==> src/rtl/counter_sched.sv <==
// Round-robin scheduler sharing one external up-counter between two one-shot
// interval-timer requesters; drives the counter's clear/enable, all outputs registered.
module counter_sched #(
  parameter int unsigned WIDTH = 16
) (
  input  logic             clk,
  input  logic             rst,
  input  logic [1:0]       req,
  input  logic [WIDTH-1:0] dur0,
  input  logic [WIDTH-1:0] dur1,
  output logic [1:0]       gnt,
  output logic [1:0]       done,
  output logic             busy,
  output logic             cnt_clr,
  output logic             cnt_en,
  input  logic [WIDTH-1:0] cnt_value
);

  typedef enum logic [1:0] {
    IDLE  = 2'd0,
    CLEAR = 2'd1,
    RUN   = 2'd2,
    DONE  = 2'd3
  } state_t;

  state_t           r_state;
  state_t           w_state_nxt;
  logic             r_owner;
  logic             w_owner_nxt;
  logic             r_lsp;
  logic             w_lsp_nxt;
  logic [WIDTH-1:0] r_dur_q;
  logic [WIDTH-1:0] w_dur_nxt;
  logic [WIDTH-1:0] w_dur_last;

  logic             w_win;
  logic [WIDTH-1:0] w_win_dur;
  logic             w_own_req;

  logic [1:0]       r_gnt;
  logic [1:0]       r_done;
  logic             r_busy;
  logic             r_cnt_clr;
  logic             r_cnt_en;

  logic [1:0]       w_owner_oh;
  logic [1:0]       w_gnt_nxt;
  logic [1:0]       w_done_nxt;
  logic             w_busy_nxt;
  logic             w_cnt_clr_nxt;
  logic             w_cnt_en_nxt;

  // On a tie the requester that was not served last wins.
  always_comb begin
    w_win      = (req == 2'b11) ? ~r_lsp : req[1];
    w_win_dur  = w_win ? dur1 : dur0;
    w_own_req  = req[r_owner];
    w_dur_last = r_dur_q - WIDTH'(1);
  end

  always_comb begin
    w_state_nxt = r_state;
    w_owner_nxt = r_owner;
    w_lsp_nxt   = r_lsp;
    w_dur_nxt   = r_dur_q;
    case (r_state)
      IDLE: begin
        if (req != 2'b00) begin
          w_owner_nxt = w_win;
          w_dur_nxt   = w_win_dur;
          w_state_nxt = (w_win_dur == '0) ? DONE : CLEAR;
        end
      end
      CLEAR: begin
        if (!w_own_req) begin
          w_state_nxt = IDLE;
          w_lsp_nxt   = r_owner;
        end else begin
          w_state_nxt = RUN;
        end
      end
      RUN: begin
        // A dropped request aborts even on the final run cycle: no done pulse.
        if (!w_own_req) begin
          w_state_nxt = IDLE;
          w_lsp_nxt   = r_owner;
        end else if (cnt_value >= w_dur_last) begin
          w_state_nxt = DONE;
        end
      end
      DONE: begin
        w_state_nxt = IDLE;
        w_lsp_nxt   = r_owner;
      end
      default: begin
        w_state_nxt = IDLE;
      end
    endcase
  end

  // Outputs are decoded from the next state so they line up with it once registered.
  always_comb begin
    w_owner_oh    = w_owner_nxt ? 2'b10 : 2'b01;
    w_gnt_nxt     = (w_state_nxt != IDLE) ? w_owner_oh : 2'b00;
    w_done_nxt    = (w_state_nxt == DONE) ? w_owner_oh : 2'b00;
    w_busy_nxt    = (w_state_nxt != IDLE);
    w_cnt_clr_nxt = (w_state_nxt == CLEAR);
    w_cnt_en_nxt  = (w_state_nxt == RUN);
  end

  always_ff @(posedge clk or posedge rst) begin
    if (rst) begin
      r_state   <= IDLE;
      r_owner   <= 1'b0;
      r_lsp     <= 1'b1;
      r_dur_q   <= '0;
      r_gnt     <= '0;
      r_done    <= '0;
      r_busy    <= 1'b0;
      r_cnt_clr <= 1'b0;
      r_cnt_en  <= 1'b0;
    end else begin
      r_state   <= w_state_nxt;
      r_owner   <= w_owner_nxt;
      r_lsp     <= w_lsp_nxt;
      r_dur_q   <= w_dur_nxt;
      r_gnt     <= w_gnt_nxt;
      r_done    <= w_done_nxt;
      r_busy    <= w_busy_nxt;
      r_cnt_clr <= w_cnt_clr_nxt;
      r_cnt_en  <= w_cnt_en_nxt;
    end
  end

  assign gnt     = r_gnt;
  assign done    = r_done;
  assign busy    = r_busy;
  assign cnt_clr = r_cnt_clr;
  assign cnt_en  = r_cnt_en;

endmodule

==> config.mk <==
export PLATFORM = sky130hd
export DESIGN_NAME = counter_sched
export DESIGN_NICKNAME = d
export VERILOG_FILES = /design/src/rtl/counter_sched.sv
export SDC_FILE = /design/constraint.sdc
export NUM_CORES = 1
export LEC_CHECK = 0
export BUFFER_PORTS_ARGS = -buffer_cell sky130_fd_sc_hd__buf_4
export CORE_ASPECT_RATIO = 1.2
export CORE_MARGIN = 8
export CORE_UTILIZATION = 52
export CTS_CLUSTER_SIZE = 14
export DETAILED_ROUTE_END_ITERATION = 8
export GPL_TIMING_DRIVEN = 0
export PLACE_DENSITY = 0.85
export SLEW_MARGIN = 20
export SYNTH_ARGS = -nofsm -noshare
export SYNTH_HDL_FRONTEND = slang
export SYNTH_SLANG_ARGS = --single-unit
==> constraint.sdc <==
create_clock -name clk -period 4.5 [get_ports clk]
set_input_delay 0.675 -clock clk [delete_from_list [all_inputs] [get_ports clk]]
set_output_delay 0.675 -clock clk [all_outputs]
set_load 0.02 [all_outputs]
==> summary.txt, run 1 <==
Status = finished clean
Period utilisation layout = 79.1%
Largest net degree at the start of global routing = 28
Post-Synthesis Cells = 221
P&R area growth vs syn = 26.9%
# DRC = 0
Power after layout = 1.46 mW
Routability cong. = 0.879
F_max = 0.281 GHz
Startpoint Class = flip-flop
Final Slew Violations = 0
RSZ-0062 raised after global routing = false
Clk slew on worst S/H paths = 0.09 ns
Hold-fix buffers at CTS = 0
TNS Setup = 0 ns
Sequential area share after synthesis = 33.4%
First-pass GRT wire length = 8.66 mm
R2R Path Start = r_dur_q[5]
Syn nets = 295
Crit-path max cell delay = 0.50 ns
Total CTS buffers = 3
Cell variety after synth = 44
Crit path max fanout = 5
Clk_lat worst skew = 0.27 ns
Post-synth top cells = dfrtp_1, nand2_1, ha_1, o21ai_0, mux2i_1
Worst clock skew = 0.00668 ns
Largest cells by area after synthesis = dfrtp_1, ha_1, mux2i_1
# clock sinks = 27
Die area = 6160 um^2
Final setup fails = 0
Async SR Flop Fraction = 100%
Synth Area per Inst = 9.17 um^2
Crit path buf inv count = 0
Fin nets = 357
Post-Syn Area = 2030 um^2
Grt total ovfl = 0
Reg2reg path depth = 12
WL/cell = 15.2 um
Relative slew slack = 37.5%
Crit-path cells = nor4_1 > nand2_1 > or3_4 > nor4_4 > xnor2_1 > ha_1 > nand4_1 > nor3_1 > nor4_1 > nand3_2 > a221oi_2 > and2_1
Vias in the first global route = 2,010
Vias = 1,851
Post-CTS Setup Repair Bufs = 0
Die X = 73.0 um
Pre-antenna DRT Iters = 4
CTS tree = done
Post-cts sizing count = 0
I/O Pins = 59
Max VDD drop = 0.000284 V
Pwr Density = 567 nW/um^2
Crit Path Class = flip-flop to flip-flop
Critical Path RT = 4.72 ns
DRT antenna net count = 0
Synth Register Bits = 27
Largest delay share family, worst path = simple AND/OR/NAND/NOR gates
Ys flop type = dfrtp_1
Initial Utilization = 52.7%
DPL Wire Length = 4.51 mm
Hold Violations, Final = 0
Layout Utilization = 66.8%
Post-synth EDFFs = 0
Pleak = 1.20 nW
GRT Resource Usage Total = 17.4%
Port buffer count = 57
Finished Cell Area = 2570 um^2
Initial DRC Count = 52
Worst path arrival time = 3.78 ns
Initial antenna violation count = 0
Die H = 84.4 um
Avg Vias per Cell = 5.51
H-tree depth = 1
FP Rows = 25
Min cycle time layout = 3.56 ns
Crit. End Element = flip-flop
Root buffer cell = clkbuf_8
Antenna Cells = 0
Worst hold path type = input pin to asynchronous set/reset pin
Slew of the pin with the lowest slew margin = 0.932 ns
Total Routed Length = 5.11 mm
Placed Area = 2520 um^2
Synth top area share = 32.1%
CTS Buffer Depth = 2
Total core area = 3850 um^2
Most frequent CP cell = nor4_1
CP max stage cell = nor4_1
Leading area contributor after synthesis = dfrtp_1
Max Cap Violations = 0
Fill cells = 357
Worst flop-to-flop path endpoint = cnt_clr
Layout cells sized above 1 = 25.9%
Syn. warnings = 0
Reg2reg setup slack = 0.94 ns
==> metal layers <==
layer  part of all wire (%)  vias to the layer above  GRT usage, %
met5                      0                        -             0
met4                   0.59                        0          5.11
met3                    7.5                        2          4.17
met2                     52                       64          31.2
met1                     40                      867          19.4
li1                       -                      918             -
==> cells in the final DEF, fill, tap and decap left out, types with 2 or more instances in the layout <==
cell type | synthesis | layout
clkbuf_1 | 4 | 4
nor3_1 | 8 | 8
nand2_1 | 26 | 26
and2_1 | 3 | 3
a31oi_1 | 2 | 2
a21oi_1 | 9 | 9
xnor2_1 | 9 | 9
clkbuf_8 | 0 | 3
ha_1 | 22 | 22
a32oi_1 | 2 | 2
inv_1 | 12 | 11
dfrtp_1 | 26 | 26
nor2_1 | 15 | 15
nor4_1 | 9 | 9
xor2_1 | 4 | 4
nand4_1 | 3 | 3
buf_4 | 1 | 58
mux2i_1 | 17 | 17
o21ai_0 | 20 | 20
or3_4 | 2 | 2
o22ai_1 | 2 | 2
nor2b_1 | 2 | 2
==> worst reg2reg max path: cells and delay by family, from the launching register on <==
family	cells	cell delay (ns)
AOI/OAI and AO/OA	1	0.47
xor gates and xnor gates	1	0.15
and+or+nand+nor	9	2.22
adders and majority gates	1	0.26
DFF	1	0.42
==> metrics by stage <==
stage | hold WS (ns) | std cells | setup slack, ns
detailed placement | 0.499 | 332 | 0.938
global route | 0.540 | 336 | 0.672
global placement | 0.495 | 332 | 1.04
CTS | 0.521 | 336 | 0.916
finish | 0.488 | 336 | 0.941
floorplan | 0.470 | 221 | 1.36
==> how the worst max path moves through the flow <==
stage / startpoint / end / slack [ns] / cells past startpoint
2_1_floorplan: r_dur_q[6] / cnt_clr / 1.36 / 11
3_3_place_gp: r_dur_q[6] / cnt_clr / 1.04 / 11
3_5_place_dp: r_dur_q[5] / cnt_clr / 0.94 / 12
4_1_cts: r_dur_q[5] / cnt_clr / 0.92 / 12
5_1_grt: r_dur_q[6] / cnt_clr / 0.67 / 11
6_report: r_dur_q[5] / cnt_clr / 0.94 / 12
==> where the power goes <==
part           internal (mW)  leakage, nW  switching, mW  total, mW
combinational          0.368        0.845          0.476      0.844
clock                 0.0628       0.0217         0.0745      0.137
sequential             0.360        0.335          0.117      0.477
==> flip-flops by register name, indices dropped and copies added, names as in the netlist <==
signal   cells
r_dur_q     16
done         2
gnt          2
r_state      2
busy         1
cnt_clr      1
cnt_en       1
r_lsp        1
r_owner      1
==> kinds of logic (layout without fill, tap and decap cells) <==
logic type                 count (synthesis)  after routing  share of synthesized area [%]
DFF                                       27             27                           33.4
buffers and inverters                     19             80                           3.83
xor gates and xnor gates                  13             13                           5.62
muxes                                     17             17                           8.39
AOI/OAI and AO/OA                         47             47                           15.2
adders and majority gates                 22             22                           13.6
and+or+nand+nor                           76             76                           19.9
==> cell type report <==
class                      instances  area (um^2)  share of cell area, %
clock buffer                       3         41.3                   1.61
multi-input combinational        175         1270                   49.5
sequential                        27          677                   26.3
buffer                             7         32.5                   1.27
clock inverter                     1         7.51                  0.292
timing repair buffer              57          428                   16.6
tap                               54         67.6                   2.63
inverter                          12         45.0                   1.75
No activity file was read; power rests on OpenSTA's default activity.
==> run 2, diff against run 1 <==
--- a/config.mk
+++ b/config.mk
@@ -8,11 +8,11 @@
 export BUFFER_PORTS_ARGS = -buffer_cell sky130_fd_sc_hd__buf_4
 export CORE_ASPECT_RATIO = 1.2
 export CORE_MARGIN = 8
-export CORE_UTILIZATION = 52
+export CORE_UTILIZATION = 47
 export CTS_CLUSTER_SIZE = 14
 export DETAILED_ROUTE_END_ITERATION = 8
 export GPL_TIMING_DRIVEN = 0
-export PLACE_DENSITY = 0.85
+export PLACE_DENSITY = 0.81
 export SLEW_MARGIN = 20
 export SYNTH_ARGS = -nofsm -noshare
 export SYNTH_HDL_FRONTEND = slang
==> constraint.sdc (replaced) <==
create_clock -name clk -period 3.2 [get_ports clk]
set_input_delay 0.48 -clock clk [delete_from_list [all_inputs] [get_ports clk]]
set_output_delay 0.48 -clock clk [all_outputs]
set_load 0.02 [all_outputs]
==> run 2 against run 1 <==
The run now ends with setup timing left. Critical path depth is the same. Sequential power is 41% higher. Global-route usage shrank 2.1 points. Non-clock buffer count increased by 10. Clock power is 49% higher. Worst setup slack got worse by 1.0 ns. Combinational power up 61%. Via count grew 3.0%. Count of clock-buffer cells in the layout did not move. Sequential cell count unchanged. Critical path type unchanged.
==> summary.txt, run 2 (same netlist as run 1, synthesis figures left out) <==
Status = finished, violations left
Failing checks = setup timing
Initial DRC Count = 70 (+35%)
Commonest non-fill, non-tap cell in the layout = buf_4
Critical Path RT = 3.43 ns (-1.29 ns)
Setup WS post-layout = -0.0573 ns (-0.998 ns)
Crit Path Class = flip-flop to flip-flop
R2R Path Start = r_dur_q[6]
I/O Pins = 59 (unchanged)
Worst path arrival time = 3.49 ns (-0.29 ns)
Reg2reg setup slack = -0.06 ns (-1.00 ns)
CTS tree = done
FP Rows = 26 (+4.0%)
Antenna Cells = 0 (unchanged)
Min cycle time layout = 3.26 ns (-0.302 ns)
Clk_lat worst skew = 0.28 ns (about the same)
Total Routed Length = 5.33 mm (+4.2%)
Avg Vias per Cell = 5.48 (-0.58%)
Die H = 87.9 um (+4.2%)
Vias in the first global route = 1,962 (-2.4%)
Port buffer count = 57 (unchanged)
Total CTS buffers = 3 (unchanged)
Slew of the pin with the lowest slew margin = 0.950 ns (+0.0180 ns)
Most frequent cells in the layout = buf_4, dfrtp_1, nand2_1, ha_1, o21ai_0
DRT antenna net count = 0 (unchanged)
Hold Violations, Final = 0 (unchanged)
Power after layout = 2.24 mW (+53%)
Final setup fails = 8 (+8)
Final Slew Violations = 0 (unchanged)
Initial Utilization = 48.3% (-4.4 points)
Worst hold path type = input pin to asynchronous set/reset pin
Max Cap Violations = 0 (unchanged)
Max VDD drop = 0.000498 V (+75%)
P&R area growth vs syn = 35.6%
Hold-fix buffers at CTS = 0 (unchanged)
H-tree depth = 1 (unchanged)
Grt total ovfl = 0 (unchanged)
F_max = 0.307 GHz (+9.3%)
Die area = 6680 um^2 (+8.4%)
Layout Utilization = 65.5% (-1.3 points)
Clk slew on worst S/H paths = 0.10 ns (about the same)
Pre-antenna DRT Iters = 4 (unchanged)
# clock sinks = 27 (unchanged)
CP startpoint = r_dur_q[6]
RSZ-0062 raised after global routing = true
Root buffer cell = clkbuf_8
Fin nets = 367 (+2.8%)
Largest net degree at the start of global routing = 28 (unchanged)
# DRC = 0 (unchanged)
Initial antenna violation count = 0 (unchanged)
Startpoint Class = flip-flop
Relative slew slack = 36.3% (-1.2 points)
First-pass GRT wire length = 8.49 mm (-2.0%)
Worst clock skew = 0.00493 ns (-0.00175 ns)
CTS Buffer Depth = 2 (unchanged)
Die X = 76.0 um (+4.0%)
Largest Register = r_dur_q
Period utilisation layout = 102% (+23 points)
GRT Resource Usage Total = 15.4% (-2.1 points)
Crit path max fanout = 5 (unchanged)
DPL Wire Length = 4.30 mm (-4.7%)
Routability cong. = 0.949 (+8.0%)
Pwr Density = 814 nW/um^2 (+44%)
WL/cell = 15.3 um (+0.63%)
Number of flip-flops in the largest register = 16 (unchanged)
Pleak = 1.27 nW (+5.4%)
Crit. End Element = flip-flop
Total core area = 4200 um^2 (+9.1%)
Layout cells sized above 1 = 32.5% (+6.6 points)
Vias = 1,906 (+3.0%)
## run 2: changes by cell type in the layout (fill, tap and decap cells not counted), sizes merged
| cell | delta |
|---|---|
| buf | +10 |
## run 2: cell type report
type | instances | area [um^2]
fill | 355 | 1450
multi-input combinational | 175 | 1370
clock inverter | 1 | 7.51
inverter | 12 | 45.0
clock buffer | 3 | 41.3
sequential | 27 | 678
timing repair buffer | 67 | 503
buffer | 7 | 32.5
tap | 56 | 70.1
## run 2: power breakdown
group / leakage (nW) / internal, mW / switching (mW)
Combinational: 0.911 / 0.620 / 0.739
Clock: 0.0217 / 0.0887 / 0.116
Sequential: 0.334 / 0.507 / 0.166
Total: 1.27 / 1.22 / 1.02
## run 2: metrics by stage
stage / TNS (ns) / hold WS [ns] / worst slack (ns) / std cells / instance area [um^2]
2_1_floorplan: 0 / 0.470 / 0.0575 / 221 / 2030
3_3_place_gp: -2.91 / 0.511 / -0.382 / 334 / 2520
3_5_place_dp: -3.52 / 0.511 / -0.469 / 334 / 2520
4_1_cts: -0.135 / 0.465 / -0.0449 / 343 / 2670
5_1_grt: -1.51 / 0.346 / -0.207 / 348 / 2750
6_report: -0.201 / 0.288 / -0.0573 / 348 / 2750
## run 2: per-layer routing
layer	wire length [um]	global-route usage, %	up-vias
li1	-	-	948
met1	2030	15.5	888
met2	2850	30.2	56
met3	306	3.59	14
met4	141	5.18	0
met5	0	0	-
## run 2: worst paths after layout
| path | end | cells past startpoint |
|---|---|---|
| worst max-delay path | cnt_clr | 12 |
| worst min-delay path | busy | 2 |
| worst max register to register | cnt_clr | 12 |
| worst min register to register | r_dur_q[15] | 2 |
| max in group asynchronous | r_dur_q[2] | 2 |
| min in group clk | r_dur_q[15] | 3 |
## run 2: worst max-delay path, cell delays in order, from the launching register on
cell	delay, ns
dfrtp_1	0.41
or4_4	0.55
or3_4	0.37
nor4_4	0.15
xnor2_1	0.16
ha_1	0.26
nand4_1	0.16
nor3_2	0.07
nor4_2	0.25
buf_4	0.18
nand3_4	0.07
a221oi_4	0.39
and2_1	0.17
## run 2: repair_timing
action,CTS,global route
setup buffers,5,5
pin swaps,7,15
endpoints found under the hold margin,0,0
resized for setup,10,9
cloned,0,0
endpoints found under the setup margin,9,9
